## src/rtl/tmp_dig_seq.sv

```systemverilog
// Temperature-sensor phase sequencer: drives the SC front-end switch phases,
// chops the bias source/sink from the comparator, round-robins the sensing
// diodes and returns one code per conversion over a valid/ready handshake.
//
// state     | meaning
// ----------+-----------------------------------------------------------
// S_IDLE    | all phases off, waiting for en
// S_PRE     | precharge with bias setup enabled, T_PRE cycles
// S_DIODE   | small diode (PII2) on, comparator clocks toggling, T_DIODE cycles
// S_BIG     | big diode (PI2) on: T_BIG settle cycles, then evaluation
// S_HCHG    | one-cycle high charge (PA/PB), sets H
// S_LCHG    | one-cycle low charge (PA/PC), sets L
// S_OUT     | one-cycle result capture, all charge switches on
// S_HOLD    | code presented with valid, waiting for ready
module tmp_dig_seq #(
    parameter int NCH      = 4,
    parameter int CW       = 8,
    parameter int T_PRE    = 11,
    parameter int T_DIODE  = 2,
    parameter int T_BIG    = 3,
    parameter int SETUP_N  = 6,
    parameter int MAX_EVAL = 255,
    localparam int CHW     = (NCH > 1) ? $clog2(NCH) : 1
) (
    input  logic           clk,
    input  logic           reset,
    input  logic           en,
    input  logic           cmp,
    input  logic           ready,
    output logic           PI1,
    output logic           PI2,
    output logic           PII1,
    output logic           PII2,
    output logic           PA,
    output logic           PB,
    output logic           PC,
    output logic           PD,
    output logic           src_n,
    output logic           snk,
    output logic           cmp_p1,
    output logic           cmp_p2,
    output logic           pre_chrg,
    output logic           setup_bias,
    output logic [CHW-1:0] ch_sel,
    output logic           valid,
    output logic [CW-1:0]  code,
    output logic [CHW-1:0] code_ch,
    output logic           timeout
);

    localparam int TMAX = (T_PRE > T_DIODE) ? ((T_PRE > T_BIG) ? T_PRE : T_BIG)
                                             : ((T_DIODE > T_BIG) ? T_DIODE : T_BIG);
    localparam int TW   = $clog2(TMAX + 1);
    localparam int SW   = $clog2(SETUP_N + 1);

    typedef enum logic [2:0] {
        S_IDLE, S_PRE, S_DIODE, S_BIG, S_HCHG, S_LCHG, S_OUT, S_HOLD
    } state_t;

    state_t         state_q, state_d;
    logic [TW-1:0]  tmr_q, tmr_d;
    logic           settle_q, settle_d;
    logic [SW-1:0]  setup_cnt_q, setup_cnt_d;
    logic           setup_done_q, setup_done_d;
    logic [CW-1:0]  eval_cnt_q, eval_cnt_d, eval_inc;
    logic           h_q, h_d, l_q, l_d;
    logic           to_flag_q, to_flag_d;
    logic [CHW-1:0] ch_sel_q, ch_sel_d;
    logic           chop;

    logic           pi2_q, pi2_d, pii2_q, pii2_d;
    logic           pa_q, pa_d, pb_q, pb_d, pc_q, pc_d, pd_q, pd_d;
    logic           src_n_q, src_n_d, snk_q, snk_d;
    logic           cmp_p1_q, cmp_p1_d, cmp_p2_q, cmp_p2_d;
    logic           pre_chrg_q, pre_chrg_d, setup_bias_q, setup_bias_d;
    logic           valid_q, valid_d, timeout_q, timeout_d;
    logic [CW-1:0]  code_q, code_d;
    logic [CHW-1:0] code_ch_q, code_ch_d;

    // Next state, counters and registered-output values, decoded from the next state
    always_comb begin
        state_d      = state_q;
        tmr_d        = tmr_q;
        settle_d     = settle_q;
        setup_cnt_d  = setup_cnt_q;
        setup_done_d = setup_done_q;
        eval_cnt_d   = eval_cnt_q;
        h_d          = h_q;
        l_d          = l_q;
        to_flag_d    = to_flag_q;
        ch_sel_d     = ch_sel_q;
        valid_d      = valid_q;
        code_d       = code_q;
        code_ch_d    = code_ch_q;
        timeout_d    = timeout_q;
        src_n_d      = src_n_q;
        snk_d        = snk_q;
        chop         = 1'b0;
        eval_inc     = (eval_cnt_q == '1) ? eval_cnt_q : eval_cnt_q + 1'b1;

        case (state_q)
            S_IDLE: begin
                if (en) begin
                    state_d = S_PRE;
                    tmr_d   = TW'(T_PRE - 1);
                end
            end
            S_PRE: begin
                if (tmr_q == '0) begin
                    state_d = S_DIODE;
                    tmr_d   = TW'(T_DIODE - 1);
                end else begin
                    tmr_d = tmr_q - 1'b1;
                end
            end
            S_DIODE: begin
                if (tmr_q == '0) begin
                    state_d  = S_BIG;
                    tmr_d    = TW'(T_BIG - 1);
                    settle_d = 1'b1;
                end else begin
                    tmr_d = tmr_q - 1'b1;
                end
            end
            S_BIG: begin
                if (settle_q) begin
                    chop = 1'b1;
                    if (!setup_done_q && !cmp) begin
                        setup_cnt_d = setup_cnt_q + 1'b1;
                        if (setup_cnt_q == SW'(SETUP_N - 1))
                            setup_done_d = 1'b1;
                    end
                    if (tmr_q == '0) begin
                        settle_d = 1'b0;
                        // bias not yet trimmed: loop back for another diode visit
                        if (!setup_done_d) begin
                            state_d = S_DIODE;
                            tmr_d   = TW'(T_DIODE - 1);
                        end
                    end else begin
                        tmr_d = tmr_q - 1'b1;
                    end
                end else begin
                    eval_cnt_d = eval_inc;
                    if (eval_inc == CW'(MAX_EVAL)) begin
                        state_d   = S_OUT;
                        to_flag_d = 1'b1;
                    end else if (cmp && !h_q) begin
                        state_d = S_HCHG;
                    end else if (!cmp && !l_q) begin
                        state_d = S_LCHG;
                    end else begin
                        chop = 1'b1;
                    end
                end
            end
            S_HCHG: begin
                h_d     = 1'b1;
                state_d = l_q ? S_OUT : S_BIG;
            end
            S_LCHG: begin
                l_d     = 1'b1;
                state_d = h_q ? S_OUT : S_BIG;
            end
            S_OUT: begin
                code_d     = eval_cnt_q;
                code_ch_d  = ch_sel_q;
                timeout_d  = to_flag_q;
                valid_d    = 1'b1;
                h_d        = 1'b0;
                l_d        = 1'b0;
                eval_cnt_d = '0;
                to_flag_d  = 1'b0;
                state_d    = S_HOLD;
            end
            S_HOLD: begin
                if (ready) begin
                    valid_d  = 1'b0;
                    ch_sel_d = (ch_sel_q == CHW'(NCH - 1)) ? '0 : ch_sel_q + 1'b1;
                    if (en) begin
                        state_d = S_DIODE;
                        tmr_d   = TW'(T_DIODE - 1);
                    end else begin
                        state_d = S_IDLE;
                    end
                end
            end
            default: state_d = S_IDLE;
        endcase

        if (chop) begin
            if (cmp) src_n_d = ~src_n_q;
            else     snk_d   = ~snk_q;
        end

        pre_chrg_d   = (state_d == S_PRE);
        pii2_d       = (state_d == S_DIODE);
        pi2_d        = (state_d == S_BIG);
        pa_d         = (state_d == S_HCHG) || (state_d == S_LCHG) || (state_d == S_OUT);
        pb_d         = (state_d == S_PRE) || (state_d == S_HCHG) || (state_d == S_OUT);
        pc_d         = (state_d == S_PRE) || (state_d == S_LCHG) || (state_d == S_OUT);
        pd_d         = (state_d == S_PRE) || (state_d == S_OUT);
        setup_bias_d = (state_d == S_PRE) || ((state_d != S_IDLE) && !setup_done_d);
        cmp_p1_d     = (state_d == S_DIODE) ? ~cmp_p1_q : cmp_p1_q;
        if (state_d == S_IDLE) begin
            cmp_p1_d = 1'b0;
            src_n_d  = 1'b0;
            snk_d    = 1'b0;
        end
        cmp_p2_d     = ~cmp_p1_d;
    end

    // State, counters and output registers with synchronous reset
    always_ff @(posedge clk) begin
        if (reset) begin
            state_q      <= S_IDLE;
            tmr_q        <= '0;
            settle_q     <= 1'b0;
            setup_cnt_q  <= '0;
            setup_done_q <= 1'b0;
            eval_cnt_q   <= '0;
            h_q          <= 1'b0;
            l_q          <= 1'b0;
            to_flag_q    <= 1'b0;
            ch_sel_q     <= '0;
            pi2_q        <= 1'b0;
            pii2_q       <= 1'b0;
            pa_q         <= 1'b0;
            pb_q         <= 1'b0;
            pc_q         <= 1'b0;
            pd_q         <= 1'b0;
            src_n_q      <= 1'b0;
            snk_q        <= 1'b0;
            cmp_p1_q     <= 1'b0;
            cmp_p2_q     <= 1'b1;
            pre_chrg_q   <= 1'b0;
            setup_bias_q <= 1'b0;
            valid_q      <= 1'b0;
            timeout_q    <= 1'b0;
            code_q       <= '0;
            code_ch_q    <= '0;
        end else begin
            state_q      <= state_d;
            tmr_q        <= tmr_d;
            settle_q     <= settle_d;
            setup_cnt_q  <= setup_cnt_d;
            setup_done_q <= setup_done_d;
            eval_cnt_q   <= eval_cnt_d;
            h_q          <= h_d;
            l_q          <= l_d;
            to_flag_q    <= to_flag_d;
            ch_sel_q     <= ch_sel_d;
            pi2_q        <= pi2_d;
            pii2_q       <= pii2_d;
            pa_q         <= pa_d;
            pb_q         <= pb_d;
            pc_q         <= pc_d;
            pd_q         <= pd_d;
            src_n_q      <= src_n_d;
            snk_q        <= snk_d;
            cmp_p1_q     <= cmp_p1_d;
            cmp_p2_q     <= cmp_p2_d;
            pre_chrg_q   <= pre_chrg_d;
            setup_bias_q <= setup_bias_d;
            valid_q      <= valid_d;
            timeout_q    <= timeout_d;
            code_q       <= code_d;
            code_ch_q    <= code_ch_d;
        end
    end

    assign PI1        = 1'b0;
    assign PII1       = 1'b0;
    assign PI2        = pi2_q;
    assign PII2       = pii2_q;
    assign PA         = pa_q;
    assign PB         = pb_q;
    assign PC         = pc_q;
    assign PD         = pd_q;
    assign src_n      = src_n_q;
    assign snk        = snk_q;
    assign cmp_p1     = cmp_p1_q;
    assign cmp_p2     = cmp_p2_q;
    assign pre_chrg   = pre_chrg_q;
    assign setup_bias = setup_bias_q;
    assign ch_sel     = ch_sel_q;
    assign valid      = valid_q;
    assign code       = code_q;
    assign code_ch    = code_ch_q;
    assign timeout    = timeout_q;

endmodule
```

## config.mk

```make
export PLATFORM = sky130hd
export DESIGN_NAME = tmp_dig_seq
export DESIGN_NICKNAME = d
export VERILOG_FILES = /design/src/rtl/tmp_dig_seq.sv
export SDC_FILE = /design/constraint.sdc
export NUM_CORES = 1
export LEC_CHECK = 0
export CAP_MARGIN = 20
export CORE_MARGIN = 2
export CORE_UTILIZATION = 59
export DETAILED_ROUTE_END_ITERATION = 10
export PLACE_DENSITY_LB_ADDON = 0.1
export SYNTH_ARGS = -nofsm -noshare
export SYNTH_HDL_FRONTEND = slang
export SYNTH_SLANG_ARGS = --single-unit
```

## constraint.sdc

```tcl
create_clock -name clk -period 3.4 [get_ports clk]
set_input_delay 0.68 -clock clk [delete_from_list [all_inputs] [get_ports clk]]
set_output_delay 0.68 -clock clk [all_outputs]
set_load 0.05 [all_outputs]
```

==> results.yml <==
synthesis:
  synth_top_family_by_area: "simple AND/OR/NAND/NOR gates"
  synth_edf_count: 0
  synthDistinctLibCells: 67
  synth_top_area_share: 0.3908
  synth_compound_area_frac: 0.2154
  avgSynthCellArea_um2: 8.256
  synth_flop_cell: "sky130_fd_sc_hd__dfxtp_1"
  async_s_r_ff_share_synth: 0
  synth.ff_latch_count: 49
  synth_adder_area_share: 0.01994
  synth_area_leaders: "sky130_fd_sc_hd__dfxtp_1 39%, sky130_fd_sc_hd__nand2_1 6.6%, sky130_fd_sc_hd__a21oi_1 5.6%, sky130_fd_sc_hd__nor2_1 4.6%, sky130_fd_sc_hd__o21ai_0 3.2%"
  post_synth_instance_area_um2: 2510
  synth-warning-count: 0
  synth.area.mux_share: 0.02443
  seq_area_frac_synth: 0.3908
  synthesized_instance_count: 304
  synth-simple-area-share: 0.2582
  post_synth_xor_xnor_area: 0.01745
  yosysTopAreaCell: "sky130_fd_sc_hd__dfxtp_1"
min_path:
  min_to: "timeout"
  worst_hold_path.num_cells: 2
  hp-class: "flip-flop to flip-flop"
  hold_start: "to_flag_q"
clock_network:
  insertion_delay_ns: 0.30
  cts-htree-levels: 2
  postCtsSetupBuffers: 0
  post_cts_resized: 0
  cts_made_buffers: 5
  clock_sink_count: 49
  master_cell_of_the_clock_root_buffer: "sky130_fd_sc_hd__clkbuf_8"
  ctsHoldBuffers: 0
  tritoncts: "done"
  cts.reportedPaths.clkPinSlew_ns: 0.09
  cts-root-to-sink-buffers: 2
detailed_routing:
  num_vias: 2177
  drtIter0Drc: 127
  antenna_left: 0
  postRouteWirelength_um: 5281
  via_cell_ratio: 5.759
  avgRoutedWirePerCell_um: 13.97
  drt_pass1_iterations: 4
  drc_errors: 0
floorplan:
  chipHeight_um: 69.23
  floorplan.core_area_um2: 4058
  placement_rows: 23
  die_w_um: 69.23
  die_area_um2: 4792
  ios: 33
  initial_cell_density_of_the_core: 0.6186
sta:
  worst_slew_margin_rel: 0.4624
  setup_tns_ns: 0
  rsz_0062_raised_after_global_routing: "no"
  finalCritPeriodShare: 0.7839
  fmaxAchievable_mhz: 375.2
  slew_viol_final: 0
  worst_clock_skew_ns: 0.007857
  setup_viol_count_final: 0
  period_needed_ns: 2.665
  worst_slew_pin_slew_ns: 0.7990
  post-route-worst-setup-slack_ns: 0.7347
  timing_hold_violations_final: 0
run:
  drv_cap: 0
finish:
  insertedDiodeCount: 0
  area_growth_pct: 13.21
  nNetsFinal: 336
  drive_gt1_frac: 0.08232
critical_path:
  cp_data_arrival_time_ns: 2.91
  cp-end-kind: "flip-flop"
  crit-reg2reg-capture: "cmp_p1"
  worst_r2r_startpoint: "eval_cnt_q[0]"
  reg2reg_setup_slack_ns: 0.73
  critical_path.max_fanout: 9
  timing.critical_path.from_type: "flip-flop"
  worst-setup-path-type: "flip-flop to flip-flop"
  worst_endpoint_required_time_ns: 3.65
  r2r.worst_path.cells: 8
global_routing:
  globalRouteOverflowTotal: 0
  grt_util_all_layers: 0.2279
  grt_start_max_net_pins: 22
  initial_antenna_violation_count: 0
  global_route_wire_length_before_repair_um: 8956
  grt_pass1_vias: 1923
pwr:
  power_per_cell_area_nw_per_um2: 574.7
  leakage_nw: 1.026
  irDropWorstVdd_uv: 423.2
placement:
  port-buffer-count: 30
  pre_cts_ws_ns: 0.4718
  dpl.hpwl_um: 3862
  globalplace.congestion: 0.8381
run_status:
  run_status: "finished clean"
-- layout make-up --
class,instances,area [um^2]
Timing Repair Buffer,32,315.3
Tap cell,50,62.56
Inverter,12,45.04
Clock inverter,2,13.76
Sequential cell,49,980.9
Clock buffer,6,72.57
Multi-Input combinational cell,227,1351
Fill cell,326,1216
-- flip-flops by register name, summed over array words and instances, names as in the netlist, 2 cells and up --
register and count:
ch_sel 2, code_ch 2, eval_cnt_q 8, setup_cnt_q 3
state_q 3, tmr_q 4, code 8
-- synth_stat cells, types with 4 or more instances --
master and number:
sky130_fd_sc_hd__a211oi_1 7, sky130_fd_sc_hd__ha_1 4, sky130_fd_sc_hd__nand2_1 44, sky130_fd_sc_hd__inv_1 11, sky130_fd_sc_hd__nor3_1 8, sky130_fd_sc_hd__xnor2_1 4, sky130_fd_sc_hd__nand3_1 9, sky130_fd_sc_hd__o21ai_0 16
sky130_fd_sc_hd__clkbuf_8 5, sky130_fd_sc_hd__a21oi_1 28, sky130_fd_sc_hd__nor2_1 31, sky130_fd_sc_hd__clkbuf_1 4, sky130_fd_sc_hd__dfxtp_1 49, sky130_fd_sc_hd__mux2i_1 5
-- report_power, final --
group | internal, W | switching, W | leakage [nW]
Sequential | 0.000633 | 0.0000601 | 0.397
Combinational | 0.000227 | 0.000376 | 0.584
Clock | 0.000147 | 0.000191 | 0.0456
Total | 0.00101 | 0.000627 | 1.03
-- cells in the final DEF (no fill, tap or decap), drive strengths merged, types with 3 or more instances in the layout --
cell type,synthesis,layout
a31oi,3,3
nand2,44,44
nor3,8,8
o21ai,17,17
o22ai,3,3
and4,3,3
clkbuf,10,6
a22oi,3,3
nand3b,3,3
inv,11,12
nand3,10,10
dfxtp,49,49
or3,3,3
xnor2,4,4
ha,4,4
nor2,31,31
mux2i,5,5
and2,5,5
nor4,3,3
nand4,3,3
clkdlybuf4s50,0,30
a21oi,28,28
a211oi,8,8
and3,4,4
-- worst max-delay path by stage --
stage | slack, ns | depth (start not counted) | to | start
after floorplan | 1.16 | 9 | cmp_p1 | eval_cnt_q[0]
after global routing | 0.52 | 7 | cmp_p1 | state_q[1]
after global placement | 0.54 | 8 | cmp_p1 | cmp
final | 0.73 | 8 | cmp_p1 | eval_cnt_q[0]
after CTS | 0.77 | 8 | cmp_p1 | eval_cnt_q[0]
after detailed placement | 0.47 | 8 | cmp_p1 | cmp
-- per-stage QoR --
step / hold slack, ns / instance area [um^2] / power (W) / utilization / cells
2_1_floorplan: 0.4258 / 2514 / 0.001184 / - / 305
3_3_place_gp: 0.4385 / 2755 / 0.001295 / 0.6790 / 370
3_5_place_dp: 0.4472 / 2755 / 0.001303 / 0.6790 / 370
4_1_cts: 0.4583 / 2841 / 0.001640 / 0.7003 / 378
5_1_grt: 0.4850 / 2841 / 0.001735 / 0.7003 / 378
6_report: 0.4575 / 2841 / 0.001633 / 0.7003 / 378
-- critical path: stages, from the launching register on --
cell and delay (ns):
sky130_fd_sc_hd__dfxtp_1 0.49, sky130_fd_sc_hd__ha_1 0.37, sky130_fd_sc_hd__nand2_1 0.15, sky130_fd_sc_hd__or3_4 0.40
sky130_fd_sc_hd__a211oi_2 0.25, sky130_fd_sc_hd__nand4_2 0.20, sky130_fd_sc_hd__a211o_1 0.36, sky130_fd_sc_hd__a32oi_1 0.23
sky130_fd_sc_hd__and2_1 0.15
-- logic make-up (layout without fill, tap and decap cells) --
| group | count (synthesis) | in the layout |
|---|---|---|
| AOI/OAI and AO/OA | 83 | 83 |
| xor gates and xnor gates | 5 | 5 |
| adders and majority gates | 4 | 4 |
| buffers and inverters | 29 | 52 |
| DFF | 49 | 49 |
| muxes | 6 | 6 |
| other | 1 | 2 |
| and+or+nand+nor | 127 | 127 |
-- per-layer routing --
| metal | routed length (um) | GRT usage |
|---|---|---|
| met5 | 0 | 0 |
| met4 | 98 | 0.09804 |
| met3 | 171 | 0.03488 |
| met2 | 2499 | 0.3643 |
| met1 | 2511 | 0.3063 |
Note: power is estimated with default switching activity, not from simulation.
